File: src/rtl/instr_loader_pkg.sv
// ----------------------------------------------------------------------------
// instr_loader_pkg
// Shared types and constants for the instruction loader front-end.
//   state_t   : loader FSM encoding (COLLECT / PENDING)
//   NIBBLES   : switch presses per instruction
//   NIB_W     : width of one switch nibble
//   OPCODE_W  : opcode field width
//   INSTR_W   : instruction body width
//   INST_W    : full staged instruction width (opcode + body)
//   IDX_W     : width of the nibble index
// ----------------------------------------------------------------------------
package instr_loader_pkg;

    typedef enum logic {
        ST_COLLECT = 1'b0,
        ST_PENDING = 1'b1
    } state_t;

    localparam int NIBBLES  = 4;
    localparam int NIB_W    = 4;
    localparam int OPCODE_W = 4;
    localparam int INSTR_W  = 12;
    localparam int INST_W   = OPCODE_W + INSTR_W;
    localparam int IDX_W    = 2;

endpackage

File: src/rtl/instr_loader_if.sv
// ----------------------------------------------------------------------------
// instr_loader_if
// Bundles the front-panel inputs and the core-facing outputs of the loader.
//   btn_raw   : raw push button (asynchronous)
//   nib_in    : switch nibble
//   entry_clr : discard partial entry
//   core_busy : core executing, hold off issue
//   opcode    : issued opcode
//   instr     : issued instruction body
//   inst_done : one-cycle issue strobe
//   btn_edge  : one-cycle debounced press pulse
//   nib_idx   : next nibble to be entered
//   pending   : full instruction staged
//   overrun   : sticky dropped-press flag
// Modports: slave = loader side, master = driving/observing side.
// ----------------------------------------------------------------------------
interface instr_loader_if;
    import instr_loader_pkg::*;

    logic                btn_raw;
    logic [NIB_W-1:0]    nib_in;
    logic                entry_clr;
    logic                core_busy;
    logic [OPCODE_W-1:0] opcode;
    logic [INSTR_W-1:0]  instr;
    logic                inst_done;
    logic                btn_edge;
    logic [IDX_W-1:0]    nib_idx;
    logic                pending;
    logic                overrun;

    modport slave (
        input  btn_raw, nib_in, entry_clr, core_busy,
        output opcode, instr, inst_done, btn_edge, nib_idx, pending, overrun
    );

    modport master (
        output btn_raw, nib_in, entry_clr, core_busy,
        input  opcode, instr, inst_done, btn_edge, nib_idx, pending, overrun
    );

endinterface

File: src/rtl/instr_loader_btn_debounce.sv
// ----------------------------------------------------------------------------
// btn_debounce
// Synchronizes an asynchronous push button, debounces it and emits a
// registered one-cycle pulse on each accepted 0->1 transition.
//   clk       : system clock
//   rst       : synchronous active-high reset
//   i_btn_raw : raw button level
//   o_rise    : one-cycle pulse per debounced rising press
// Pulse appears in the cycle after edge N+SYNC_STAGES+DEBOUNCE-1, where N is
// the first edge sampling the button high.
// ----------------------------------------------------------------------------
module btn_debounce #(
    parameter int SYNC_STAGES = 2,
    parameter int DEBOUNCE    = 4,
    parameter int CNT_W       = 3
) (
    input  logic clk,
    input  logic rst,
    input  logic i_btn_raw,
    output logic o_rise
);

    localparam logic [CNT_W-1:0] CNT_TC = CNT_W'(DEBOUNCE - 1);

    logic [SYNC_STAGES-1:0] r_sync;
    logic [CNT_W-1:0]       r_cnt;
    logic                   r_db;
    logic                   r_rise;
    logic                   w_s;

    assign w_s    = r_sync[SYNC_STAGES-1];
    assign o_rise = r_rise;

    always_ff @(posedge clk) begin
        if (rst) begin
            r_sync <= '0;
            r_cnt  <= '0;
            r_db   <= 1'b0;
            r_rise <= 1'b0;
        end else begin
            r_sync <= {r_sync[SYNC_STAGES-2:0], i_btn_raw};
            r_rise <= 1'b0;
            if (w_s == r_db) begin
                r_cnt <= '0;
            end else if (r_cnt == CNT_TC) begin
                // Level held long enough: accept it; pulse only on a press.
                r_db   <= w_s;
                r_cnt  <= '0;
                r_rise <= w_s;
            end else begin
                r_cnt <= r_cnt + CNT_W'(1);
            end
        end
    end

endmodule

File: src/rtl/instr_loader.sv
// ----------------------------------------------------------------------------
// instr_loader
// Collects a 16-bit instruction from four debounced presses of a 4-bit switch
// bus (opcode first, then instr[11:8], [7:4], [3:0]) into a shadow buffer,
// then issues it to the bit-serial core once the core is not busy. The issued
// opcode/instr are held, so the core sees a stable instruction while the next
// one is being entered.
//   clk : system clock
//   rst : synchronous active-high reset
//   bus : instr_loader_if.slave (front-panel inputs, core-facing outputs)
//
// state    | meaning
// ---------+-------------------------------------------------------------
// COLLECT  | accepting nibbles; entry_clr clears the partial entry
// PENDING  | full instruction staged, waiting for core_busy low to issue
// ----------------------------------------------------------------------------
module instr_loader
    import instr_loader_pkg::*;
#(
    parameter int SYNC_STAGES = 2,
    parameter int DEBOUNCE    = 4,
    parameter int CNT_W       = 3
) (
    input  logic           clk,
    input  logic           rst,
    instr_loader_if.slave  bus
);

    localparam logic [IDX_W-1:0] LAST_IDX = IDX_W'(NIBBLES - 1);

    state_t              r_state;
    logic [INST_W-1:0]   r_shadow;
    logic [IDX_W-1:0]    r_nib_idx;
    logic                r_pending;
    logic                r_overrun;
    logic                r_inst_done;
    logic [OPCODE_W-1:0] r_opcode;
    logic [INSTR_W-1:0]  r_instr;

    state_t              w_state_nxt;
    logic [INST_W-1:0]   w_shadow_nxt;
    logic [IDX_W-1:0]    w_nib_idx_nxt;
    logic                w_pending_nxt;
    logic                w_overrun_nxt;
    logic                w_issue;
    logic                w_btn_edge;

    btn_debounce #(
        .SYNC_STAGES (SYNC_STAGES),
        .DEBOUNCE    (DEBOUNCE),
        .CNT_W       (CNT_W)
    ) u_btn_debounce (
        .clk       (clk),
        .rst       (rst),
        .i_btn_raw (bus.btn_raw),
        .o_rise    (w_btn_edge)
    );

    always_comb begin
        w_state_nxt   = r_state;
        w_shadow_nxt  = r_shadow;
        w_nib_idx_nxt = r_nib_idx;
        w_pending_nxt = r_pending;
        w_overrun_nxt = r_overrun;
        w_issue       = 1'b0;
        case (r_state)
            ST_COLLECT: begin
                // entry_clr has priority: a press in the same cycle is dropped.
                if (bus.entry_clr) begin
                    w_nib_idx_nxt = '0;
                    w_shadow_nxt  = '0;
                end else if (w_btn_edge) begin
                    case (r_nib_idx)
                        2'd0:    w_shadow_nxt[15:12] = bus.nib_in;
                        2'd1:    w_shadow_nxt[11:8]  = bus.nib_in;
                        2'd2:    w_shadow_nxt[7:4]   = bus.nib_in;
                        default: w_shadow_nxt[3:0]   = bus.nib_in;
                    endcase
                    if (r_nib_idx == LAST_IDX) begin
                        w_nib_idx_nxt = '0;
                        w_pending_nxt = 1'b1;
                        w_state_nxt   = ST_PENDING;
                    end else begin
                        w_nib_idx_nxt = r_nib_idx + IDX_W'(1);
                    end
                end
            end
            ST_PENDING: begin
                // Shadow is frozen here; a press is only recorded as lost.
                if (w_btn_edge) begin
                    w_overrun_nxt = 1'b1;
                end
                if (!bus.core_busy) begin
                    w_issue       = 1'b1;
                    w_pending_nxt = 1'b0;
                    w_state_nxt   = ST_COLLECT;
                end
            end
            default: begin
                w_state_nxt = ST_COLLECT;
            end
        endcase
    end

    always_ff @(posedge clk) begin
        if (rst) begin
            r_state     <= ST_COLLECT;
            r_shadow    <= '0;
            r_nib_idx   <= '0;
            r_pending   <= 1'b0;
            r_overrun   <= 1'b0;
            r_inst_done <= 1'b0;
            r_opcode    <= '0;
            r_instr     <= '0;
        end else begin
            r_state     <= w_state_nxt;
            r_shadow    <= w_shadow_nxt;
            r_nib_idx   <= w_nib_idx_nxt;
            r_pending   <= w_pending_nxt;
            r_overrun   <= w_overrun_nxt;
            r_inst_done <= w_issue;
            if (w_issue) begin
                r_opcode <= r_shadow[INST_W-1:INSTR_W];
                r_instr  <= r_shadow[INSTR_W-1:0];
            end
        end
    end

    assign bus.opcode    = r_opcode;
    assign bus.instr     = r_instr;
    assign bus.inst_done = r_inst_done;
    assign bus.btn_edge  = w_btn_edge;
    assign bus.nib_idx   = r_nib_idx;
    assign bus.pending   = r_pending;
    assign bus.overrun   = r_overrun;

endmodule

File: src/flat_wrapper.sv
// flat-port wrapper written by rule: the top's interface ports become plain ports
module instr_loader_flat import instr_loader_pkg::*;
#(
    parameter int SYNC_STAGES = 2,
    parameter int DEBOUNCE    = 4,
    parameter int CNT_W       = 3
)
  (clk, rst, bus_btn_raw, bus_nib_in, bus_entry_clr, bus_core_busy, bus_opcode, bus_instr, bus_inst_done, bus_btn_edge, bus_nib_idx, bus_pending, bus_overrun);
  instr_loader_if bus_i ();
  input  logic clk;
  input  logic rst;
  input wire logic [$bits(bus_i.btn_raw)-1:0] bus_btn_raw;
  input wire logic [$bits(bus_i.nib_in)-1:0] bus_nib_in;
  input wire logic [$bits(bus_i.entry_clr)-1:0] bus_entry_clr;
  input wire logic [$bits(bus_i.core_busy)-1:0] bus_core_busy;
  output wire logic [$bits(bus_i.opcode)-1:0] bus_opcode;
  output wire logic [$bits(bus_i.instr)-1:0] bus_instr;
  output wire logic [$bits(bus_i.inst_done)-1:0] bus_inst_done;
  output wire logic [$bits(bus_i.btn_edge)-1:0] bus_btn_edge;
  output wire logic [$bits(bus_i.nib_idx)-1:0] bus_nib_idx;
  output wire logic [$bits(bus_i.pending)-1:0] bus_pending;
  output wire logic [$bits(bus_i.overrun)-1:0] bus_overrun;
  assign bus_i.btn_raw = bus_btn_raw;
  assign bus_i.nib_in = bus_nib_in;
  assign bus_i.entry_clr = bus_entry_clr;
  assign bus_i.core_busy = bus_core_busy;
  assign bus_opcode = bus_i.opcode;
  assign bus_instr = bus_i.instr;
  assign bus_inst_done = bus_i.inst_done;
  assign bus_btn_edge = bus_i.btn_edge;
  assign bus_nib_idx = bus_i.nib_idx;
  assign bus_pending = bus_i.pending;
  assign bus_overrun = bus_i.overrun;
  instr_loader #(.SYNC_STAGES(SYNC_STAGES), .DEBOUNCE(DEBOUNCE), .CNT_W(CNT_W)) u_core (.clk(clk), .rst(rst), .bus(bus_i));
endmodule
File: config.mk
export PLATFORM = sky130hd
export DESIGN_NAME = instr_loader_flat
export DESIGN_NICKNAME = d
export VERILOG_FILES = /design/src/rtl/instr_loader_pkg.sv /design/src/rtl/instr_loader_if.sv /design/src/rtl/instr_loader_btn_debounce.sv /design/src/rtl/instr_loader.sv /design/src/flat_wrapper.sv
export SDC_FILE = /design/constraint.sdc
export NUM_CORES = 1
export LEC_CHECK = 0
export ABC_AREA = 0
export BUFFER_PORTS_ARGS = -buffer_cell sky130_fd_sc_hd__buf_2
export CELL_PAD_IN_SITES_DETAIL_PLACEMENT = 0
export CELL_PAD_IN_SITES_GLOBAL_PLACEMENT = 1
export CORE_AREA = 2 2 66 68
export DETAILED_ROUTE_END_ITERATION = 8
export DIE_AREA = 0 0 68 70
export PLACE_DENSITY = 0.78
export SLEW_MARGIN = 20
export SYNTH_ARGS = -nofsm -noshare
export SYNTH_HDL_FRONTEND = slang
export SYNTH_SLANG_ARGS = --single-unit
File: constraint.sdc
create_clock -name clk -period 3.3 [get_ports clk]
set_clock_uncertainty 0.1 [all_clocks]
set_input_delay 0.165 -clock clk [delete_from_list [all_inputs] [get_ports clk]]
set_output_delay 0.165 -clock clk [all_outputs]
set_load 0.01 [all_outputs]
* Word level (Yosys, flattened, before mapping)
Cells that the tools add are included. W data, S select, Z words.
Storage, ports and cells: RAM bits 0, logic and storage cells 67, memory bits (read-only) 0, latch bits 0, memories kept 0, flip-flop bits (word level) 45, output and inout bits 22
Operators by class: $lt $le $gt $ge 0, shift operators 0, reduce and logical (&&, ||, !) cells 16, eq/ne operators 10, multiply operators 0, $add $sub $neg 2, bitwise gates (word level) 3, muxes and demuxes 21, divide/modulo/power cells 0
Operator list (count):
- $mux W16 | 2
- $mux W4 | 4
- $reduce_and A3 Y1 | 4
- $mux W1 | 10
- $reduce_or A3 Y1 | 3
- $reduce_bool A2 Y1 | 4
- $mux W2 | 3
- $ne A2 B2 Y1 const B | 3
- $reduce_and A2 Y1 | 3
- $eq A2 B2 Y1 const B | 2
- $ne A2 B1 Y1 const B | 2
- $pmux W1 S2 | 2
- $reduce_and A4 Y1 | 1
- $add A3 B1 Y3 const B | 1
- $eq A3 B2 Y1 const B | 1
- $not A1 Y1 | 3
- $add A2 B1 Y2 const B | 1
- $eq A2 B1 Y1 const B | 1
- $logic_not A2 Y1 | 1
- $eq A1 B1 Y1 | 1

* Logic depth before layout (Yosys ltp)
Gate-level depths: netlist of the first run.
depth in word-level cells 5, depth in mapped cells 5, depth with buffers taken out 5

* Hierarchy
A second synthesis of the first run with hierarchy kept.
Unflattened totals: cell total of the unflattened synthesis 141, area, all modules 1645.3 um^2
Modules (own cells, without submodules):
- instr_loader | sequential area each 760.7 um^2, times used 1, cells an instance 122, area an instance 1401.3 um^2
- btn_debounce | sequential area each 140.1 um^2, times used 1, cells an instance 19, area an instance 244.0 um^2

* Least setup slack after synthesis of the first run
No wires, ideal clock.
path type register -> register, from register u_core.r_nib_idx[0], in the netlist u_core.bus.nib_idx[0], to register u_core.r_shadow[12], buffers on the path 0, library setup time 59 ps, period minus slack after synthesis 1460 ps, data required time 3141 ps, cell stages (with the launch flop) 6, path slack 1840 ps, arrival 1302 ps, path through dfxtp_1 -> inv_1 -> ha_1 -> a21o_1 -> a21oi_1 -> a22o_1
Between the ends: longest elaborated chain between the ends 3
Ends and longest elaborated chain:
- start: declaration | RTL line instr_loader.sv:33 | logic [IDX_W-1:0] r_nib_idx;
- start signal: assignment | RTL line instr_loader.sv:118 | r_nib_idx <= w_nib_idx_nxt;
- $logic_not A2 Y1 | RTL line instr_loader.sv:73 | case (r_nib_idx)
- $reduce_bool A2 Y1 (no line)
- $reduce_and A3 Y1 (no line)
- end signal: assignment | RTL line instr_loader.sv:117 | r_shadow <= w_shadow_nxt;
- end: declaration | RTL line instr_loader.sv:32 | logic [INST_W-1:0] r_shadow;
No other way between the ends. A chain may end at the register's enable or synchronous reset.

* Worst setup path in the final report of the first run
from register u_core.r_nib_idx[0], in the netlist u_core.bus.nib_idx[0], to register u_core.r_shadow[14]
The elaborated chain is that of the path after synthesis.

==> results of run 1 <==
==> per-layer routing <==
layer	track usage (%)	up-vias	part of all wire, %
li1	-	643	-
met1	18.31	601	45
met2	25.67	28	48
met3	6.119	6	5.6
met4	6.000	0	1.3
met5	0	-	0
==> cell families (layout without fill, tap and decap cells) <==
family          Yosys count  count (layout)  synth area share [%]
flops                    45              45                 54.55
simple gates             60              60                 16.44
compound gates           45              45                 18.18
mux                       2               2                 1.212
xor+xnor                  1               1                0.5304
fa+ha+maj                 7               7                 5.303
buf+inv                  12              44                 3.788
==> critical path, stage by stage, from the launching register on <==
cell and delay (ns):
sky130_fd_sc_hd__dfxtp_1 0.42, sky130_fd_sc_hd__inv_1 0.12, sky130_fd_sc_hd__ha_1 0.22, sky130_fd_sc_hd__a21o_1 0.17, sky130_fd_sc_hd__a21oi_1 0.29, sky130_fd_sc_hd__a22o_1 0.20
==> worst max-delay path by stage <==
stage | slack, ns | cells past startpoint | startpoint | endpoint
CTS | 1.73 | 5 | u_core.bus.nib_idx[0] | u_core.r_shadow[14]
detailed placement | 1.74 | 5 | u_core.bus.nib_idx[0] | u_core.r_shadow[14]
finish | 1.72 | 5 | u_core.bus.nib_idx[0] | u_core.r_shadow[14]
global placement | 1.83 | 5 | u_core.bus.nib_idx[1] | u_core.r_shadow[10]
floorplan | 1.84 | 5 | u_core.bus.nib_idx[0] | u_core.r_shadow[12]
global route | 1.57 | 5 | u_core.bus.nib_idx[0] | u_core.r_shadow[14]
==> cell type report <==
class	instances	area share, %
Sequential cell	45	46.84
Multi-Input combinational cell	115	35.78
Timing Repair Buffer	31	8.328
Clock buffer	5	3.578
Tap cell	52	3.383
Clock inverter	3	1.106
Inverter	5	0.9759
==> report_power, final <==
group	internal [mW]	switching [mW]	total [mW]
Clock	0.150	0.197	0.347
Combinational	0.00947	0.0169	0.0263
Sequential	0.544	0.000769	0.545
Total	0.704	0.215	0.918
==> layout by cell type, fill, tap and decap left out, types with 2 or more instances in the layout <==
cell type	instances
sky130_fd_sc_hd__a22o_1	16
sky130_fd_sc_hd__and2_1	8
sky130_fd_sc_hd__buf_2	30
sky130_fd_sc_hd__clkbuf_8	5
sky130_fd_sc_hd__dfxtp_1	45
sky130_fd_sc_hd__nor2_1	9
sky130_fd_sc_hd__mux2i_1	2
sky130_fd_sc_hd__a21oi_1	23
sky130_fd_sc_hd__nand2_1	35
sky130_fd_sc_hd__inv_1	5
sky130_fd_sc_hd__nor2b_1	3
sky130_fd_sc_hd__ha_1	7
sky130_fd_sc_hd__a21o_1	4
==> Yosys cell counts, types with 2 or more instances <==
library cell and instances:
sky130_fd_sc_hd__dfxtp_1 45, sky130_fd_sc_hd__nand2_1 35, sky130_fd_sc_hd__a21oi_1 23, sky130_fd_sc_hd__a22o_1 16, sky130_fd_sc_hd__nor2_1 9, sky130_fd_sc_hd__and2_1 8
sky130_fd_sc_hd__ha_1 7, sky130_fd_sc_hd__buf_2 5, sky130_fd_sc_hd__inv_1 5, sky130_fd_sc_hd__a21o_1 4, sky130_fd_sc_hd__nor2b_1 3, sky130_fd_sc_hd__mux2i_1 2
==> timing repair <==
action	in CTS	in global routing
endpoints found under the hold margin	1	0
hold buffers	1	0
setup buffers	0	0
==> sequential cells by signal (all words and copies together), names as in the netlist <==
signal and count:
u_core.bus.inst_done 1, u_core.bus.instr 12, u_core.bus.nib_idx 2, u_core.bus.opcode 4, u_core.bus.overrun 1, u_core.bus.pending 1
u_core.r_shadow 16, u_core.r_state 1, u_core.u_btn_debounce.o_rise 1, u_core.u_btn_debounce.r_cnt 3, u_core.u_btn_debounce.r_db 1, u_core.u_btn_debounce.r_sync 2
==> impl_results.md, run 1 <==
- Status: completed
- Total global-route track usage: 15.78%
- Core box area: 0.004144 mm²
- Total power consumption of the routed design: 918.3 µW
- Half-perimeter wire length after placement: 2404 µm
- Vias in the first global route: 1231
- Share of layout cells above drive strength 1: 18.63%
- RSZ-0062 raised after global routing: false
- Headroom to the max-slew limit: 55.49%
- Utilization of the core after routing: 46.41%
- Number of nets produced by synthesis: 188
- WP data required: 3.45 ns
- Total of warnings raised by yosys: 0
- Startpoint Class: register
- Worst-Skew Late Latency: 0.30 ns
- Largest net degree at the start of global routing: 33
- Vias: 1278
- Post-placement cell count: 247
- Slew @ Worst Pin: 0.6677 ns
- Number of I/O port buffers: 30
- Count of final hold-check violations: 0
- Number of CTS-inserted buffers: 5
- Power density relative to cell area: 477.5 mW/mm²
- Multi-input logic area: 688.2 µm²
- Starting DRT DRC Count: 45
- Worst setup slack for register-to-register paths: 1.72 ns
- Worst hold slack across all endpoints: 0.03293 ns
- Worst path arrival time: 1.73 ns
- Max Buffers Root-to-Sink: 2
- Count of H-tree levels built during CTS: 2
- Mean instance size in the synthesized netlist: 9.602 µm²
- ANT nets after route: 0
- CP endpoint kind: register
- Fin crit share: 47.87%
- Row count: 24
- End point of the most critical hold path: u_core.r_state
- Antenna violations before repair: 0
- Cell depth of the worst min-delay path: 3
- DIE AREA: 0.004760 mm²
- Total Wirelength: 3308 µm
- Worst setup slack after placement: 1.738 ns
- Via density: 4.992
- Largest area contributor in the netlist: sky130_fd_sc_hd__dfxtp_1
- Clock tree from TritonCTS: built
- Post-detailed-route wirelength per cell: 12.92 µm
- Flip-flop cell with the highest count after synthesis: sky130_fd_sc_hd__dfxtp_1
- Area growth from synthesis to layout: 16.44%
- Final nets: 219
- I/O pin count: 31
- Sequential fraction of the synthesis area: 54.55%
- Fraction of registers with async set or reset after synthesis: 0%
- Setup slack of the critical path after layout: 1.720 ns
- Peak fanout along the critical path: 5
- Number of enable-type register cells in the synthesized netlist: 0
- Area share of the largest cell type after synthesis: 54.55%
- Fmax: 633.1 MHz
- Total of flip-flops plus latches after synthesis: 45
- Cell chosen for the clock root: sky130_fd_sc_hd__clkbuf_8
- Time the worst path needs with I/O delays and setup: 1.580 ns
- Clock transition time at the flip-flop clock pins of the worst setup and hold paths: 0.08 ns
- Largest vdd supply drop: 172.8 µV
- Crit path kind: register to register
- Overflow left after global routing: 0
- Number of instances in the synthesized netlist: 172
- ANT cells: 0
- Routability congestion estimate: 0.8126
- R2R Path End: u_core.r_shadow[14]
- Post-Syn Area: 0.001652 mm²
- Number of cells on the worst reg-to-reg path: 5
- Total DRC errors in the routed layout: 0
- Die height: 70 µm
- Finished layout cell area: 0.001923 mm²
- Initial standard-cell utilization of the core: 39.86%
- Summed negative setup slack over all endpoints: 0 ns
- TritonRoute pass-1 iters: 4
- Post-cts sizing count: 0
- Final non-filler cell total: 256
- Global-route wire length before repair: 5589 µm
- Worst Hold Class: input port to register
- Distinct cells, synth: 22
- Number of max-capacitance violations reported: 0
- Final Setup Violations: 0
- Worst reg2reg path startpoint: u_core.bus.nib_idx[0]
- Filler Cells Inserted: 415
- Register cell area after layout: 900.9 µm²
- Placed cell area: 0.001823 mm²
- Final Max Tran Viols: 0
- Synth area leaders: sky130_fd_sc_hd__dfxtp_1, sky130_fd_sc_hd__a22o_1, sky130_fd_sc_hd__nand2_1
- Total leakage power: 0.8175 nW
- Hold Startpoint: bus_core_busy
- Clock sink count: 45
- Horizontal extent of the die: 68 µm
Power figures use the tool's default switching activity.
==> run 2, diff against run 1 <==
--- a/config.mk
+++ b/config.mk
@@ -9,10 +9,10 @@
 export BUFFER_PORTS_ARGS = -buffer_cell sky130_fd_sc_hd__buf_2
 export CELL_PAD_IN_SITES_DETAIL_PLACEMENT = 0
 export CELL_PAD_IN_SITES_GLOBAL_PLACEMENT = 1
-export CORE_AREA = 2 2 66 68
+export CORE_AREA = 2 2 68 70
 export DETAILED_ROUTE_END_ITERATION = 8
-export DIE_AREA = 0 0 68 70
-export PLACE_DENSITY = 0.78
+export DIE_AREA = 0 0 70 72
+export PLACE_DENSITY = 0.74
 export SLEW_MARGIN = 20
 export SYNTH_ARGS = -nofsm -noshare
 export SYNTH_HDL_FRONTEND = slang
==> constraint.sdc (replaced) <==
create_clock -name clk -period 1.48 [get_ports clk]
set_clock_uncertainty 0.1 [all_clocks]
set_input_delay 0.074 -clock clk [delete_from_list [all_inputs] [get_ports clk]]
set_output_delay 0.074 -clock clk [all_outputs]
set_load 0.01 [all_outputs]
==> run 2 against run 1 <==
Net effect: non-clock buffer count increased by 7; combinational power grew to 2.7 times the previous value; critical endpoint is now u_core.u_btn_debounce.r_cnt[0]; fmax rose by 13%; clock-buffer cell count increased by 1; setup slack got worse by 1.6 ns; final cell count is 2.7% higher; cell area up 4.2%.
==> impl_results.md, run 2 (same netlist as run 1, synthesis figures left out) <==
- Row count: 24 (unchanged)
- Clock sink count: 45 (unchanged)
- Overflow left after global routing: 0 (unchanged)
- Met1 Wirelength: 1537 µm (was 1480 µm)
- Starting DRT DRC Count: 52 (was 45)
- Area growth from synthesis to layout: 21.29% (was 16.44%)
- Count of final hold-check violations: 0 (unchanged)
- Register cell area after layout: 905.9 µm² (was 900.9 µm²)
- Most repeated library cell on the critical path: sky130_fd_sc_hd__ha_1
- Post-detailed-route wirelength per cell: 12.44 µm (was 12.92 µm)
- Status: completed (unchanged)
- Horizontal extent of the die: 70 µm (was 68 µm)
- Number of CTS-inserted buffers: 5 (unchanged)
- Total DRC errors in the routed layout: 0 (unchanged)
- Startpoint Class: register (unchanged)
- Number of max-capacitance violations reported: 0 (unchanged)
- Setup fix buffers added after clock tree synthesis: 0 (unchanged)
- Core box area: 0.004264 mm² (was 0.004144 mm²)
- Power density relative to cell area: 995.0 mW/mm² (was 477.5 mW/mm²)
- Crit path kind: register to register (unchanged)
- Time the worst path needs with I/O delays and setup: 1.397 ns (was 1.580 ns)
- Critical-path cell list: ha_1 -> ha_1 -> or3_4 -> nor2_1 (was inv_1 -> ha_1 -> a21o_1 -> a21oi_1 -> a22o_1)
- Count of H-tree levels built during CTS: 2 (unchanged)
- Cell chosen for the clock root: sky130_fd_sc_hd__clkbuf_8 (unchanged)
- Filler Cells Inserted: 424 (was 415)
- Total leakage power: 0.8571 nW (was 0.8175 nW)
- Final Setup Violations: 0 (unchanged)
- Vias in the first global route: 1236 (was 1231)
- Routability congestion estimate: 0.7839 (was 0.8126)
- Half-perimeter wire length after placement: 2496 µm (was 2404 µm)
- DIE AREA: 0.005040 mm² (was 0.004760 mm²)
- Antenna violations before repair: 0 (unchanged)
- Multi-input logic area: 715.7 µm² (was 688.2 µm²)
- Clock transition time at the flip-flop clock pins of the worst setup and hold paths: 0.07 ns (was 0.08 ns)
- TritonRoute pass-1 iters: 4 (unchanged)
- Placed cell area: 0.001868 mm² (was 0.001823 mm²)
- Via density: 4.821 (was 4.992)
- Max Buffers Root-to-Sink: 2 (unchanged)
- Final nets: 226 (was 219)
- Slew @ Worst Pin: 0.3854 ns (was 0.6677 ns)
- ANT nets after route: 0 (unchanged)
- Global-route wire length before repair: 5740 µm (was 5589 µm)
- WP data required: 1.61 ns (was 3.45 ns)
- Fin crit share: 94.38% (was 47.87%)
- Met2 Wirelength: 1507 µm (was 1598 µm)
- RSZ-0062 raised after global routing: false (unchanged)
- Largest vdd supply drop: 476.6 µV (was 172.8 µV)
- Total power consumption of the routed design: 1.993 mW (was 918.3 µW)
- Share of layout cells above drive strength 1: 23.70% (was 18.63%)
- Cell depth of the worst min-delay path: 2 (was 3)
- Register with the most flip-flops: u_core.r_shadow (unchanged)
- Finished layout cell area: 0.002003 mm² (was 0.001923 mm²)
- Die height: 72 µm (was 70 µm)
- Number of flip-flops in the largest register: 16 (unchanged)
- Total global-route track usage: 14.41% (was 15.78%)
- Vias: 1268 (was 1278)
- Final Max Tran Viols: 0 (unchanged)
- Worst path arrival time: 1.53 ns (was 1.73 ns)
- Maximum cell stage delay along the critical path: 0.41 ns (was 0.42 ns)
- CP endpoint kind: register (unchanged)
- Number of I/O port buffers: 30 (unchanged)
- ANT cells: 0 (unchanged)
- Most common cell after layout, fill and taps aside: sky130_fd_sc_hd__dfxtp_1 (unchanged)
- Met3 wire len: 164 µm (was 186 µm)
- Clock tree from TritonCTS: built (unchanged)
- Fmax: 715.9 MHz (was 633.1 MHz)
- Worst Hold Class: input port to register (unchanged)
- Headroom to the max-slew limit: 74.31% (was 55.49%)
- I/O pin count: 31 (unchanged)
- Commonest cells after routing, fill and taps aside: sky130_fd_sc_hd__dfxtp_1, sky130_fd_sc_hd__nand2_1, sky130_fd_sc_hd__buf_2 (unchanged)
- Initial standard-cell utilization of the core: 38.73% (was 39.86%)
- Number of cells on the worst reg-to-reg path: 4 (was 5)
- Max layer used: met4 (unchanged)
- Total Wirelength: 3271 µm (was 3308 µm)
- Slowest cell on the critical path: sky130_fd_sc_hd__or3_4 (was sky130_fd_sc_hd__dfxtp_1)
- Largest net degree at the start of global routing: 19 (was 33)
- Peak fanout along the critical path: 3 (was 5)
- Worst-Skew Late Latency: 0.29 ns (was 0.30 ns)
-- run 2: cell count changes in the layout (fill, tap and decap cells not counted), sizes merged --
cell         before  now
clkinv            1    2
clkinvlp          1    0
dlygate4sd3       1    2
clkbuf            5    6
buf              30   36
inv               6    5
-- run 2: cell type report --
class                           instances  share of cell area (%)
Timing Repair Buffer                   38                   10.74
Inverter                                5                  0.9369
Clock inverter                          2                  0.4997
Tap cell                               52                   3.248
Multi-Input combinational cell        115                   35.73
Sequential cell                        45                   45.22
Clock buffer                            6                   3.623
-- run 2: final timing paths --
path | startpoint | end | slack (ns)
worst min-delay path | rst | u_core.bus.inst_done | 0.08
worst max register to register | u_core.u_btn_debounce.r_cnt[0] | u_core.u_btn_debounce.r_cnt[0] | 0.08
worst min register to register | u_core.u_btn_debounce.r_cnt[0] | u_core.u_btn_debounce.r_cnt[0] | 0.33
worst max-delay path | u_core.u_btn_debounce.r_cnt[0] | u_core.u_btn_debounce.r_cnt[0] | 0.08
-- run 2: worst max-delay path, delay by kind of cell, from the launching register on --
family,cells,cell delay (ns)
fa+ha+maj,2,0.41
simple gates,2,0.51
flops,1,0.32
-- run 2: repair_timing --
| item | in CTS | in global routing |
|---|---|---|
| endpoints found under the setup margin | 12 | 15 |
| hold buffers | 2 | 0 |
| pin swaps | 0 | 1 |
| gates resized for setup | 4 | 5 |
| hold endpoints to repair | 2 | 0 |
-- run 2: metrics by stage --
step	setup TNS, ns	util (%)	hold slack, ns	setup slack [ns]	instances
after floorplan	0	-	0.1022	0.01966	172
after global placement	0	43.81	0.2038	0.01086	253
after detailed placement	-0.4979	43.81	0.2069	-0.08544	253
after CTS	0	46.51	0.05076	0.02925	263
after global routing	0	46.98	0.09773	0.004646	263
final	0	46.98	0.08200	0.08312	263
-- run 2: per-layer routing --
layer  global-route usage, %  vias to the layer above
met4                   7.692                        0
li1                        -                      653
met2                   23.28                       29
met1                   17.86                      580
met5                       0                        -
met3                   3.611                        6
-- run 2: where the power goes --
group          total, mW  switching [mW]  internal (mW)
Combinational     0.0715          0.0426         0.0290
Sequential          1.21         0.00168           1.21
Clock              0.709           0.382          0.327
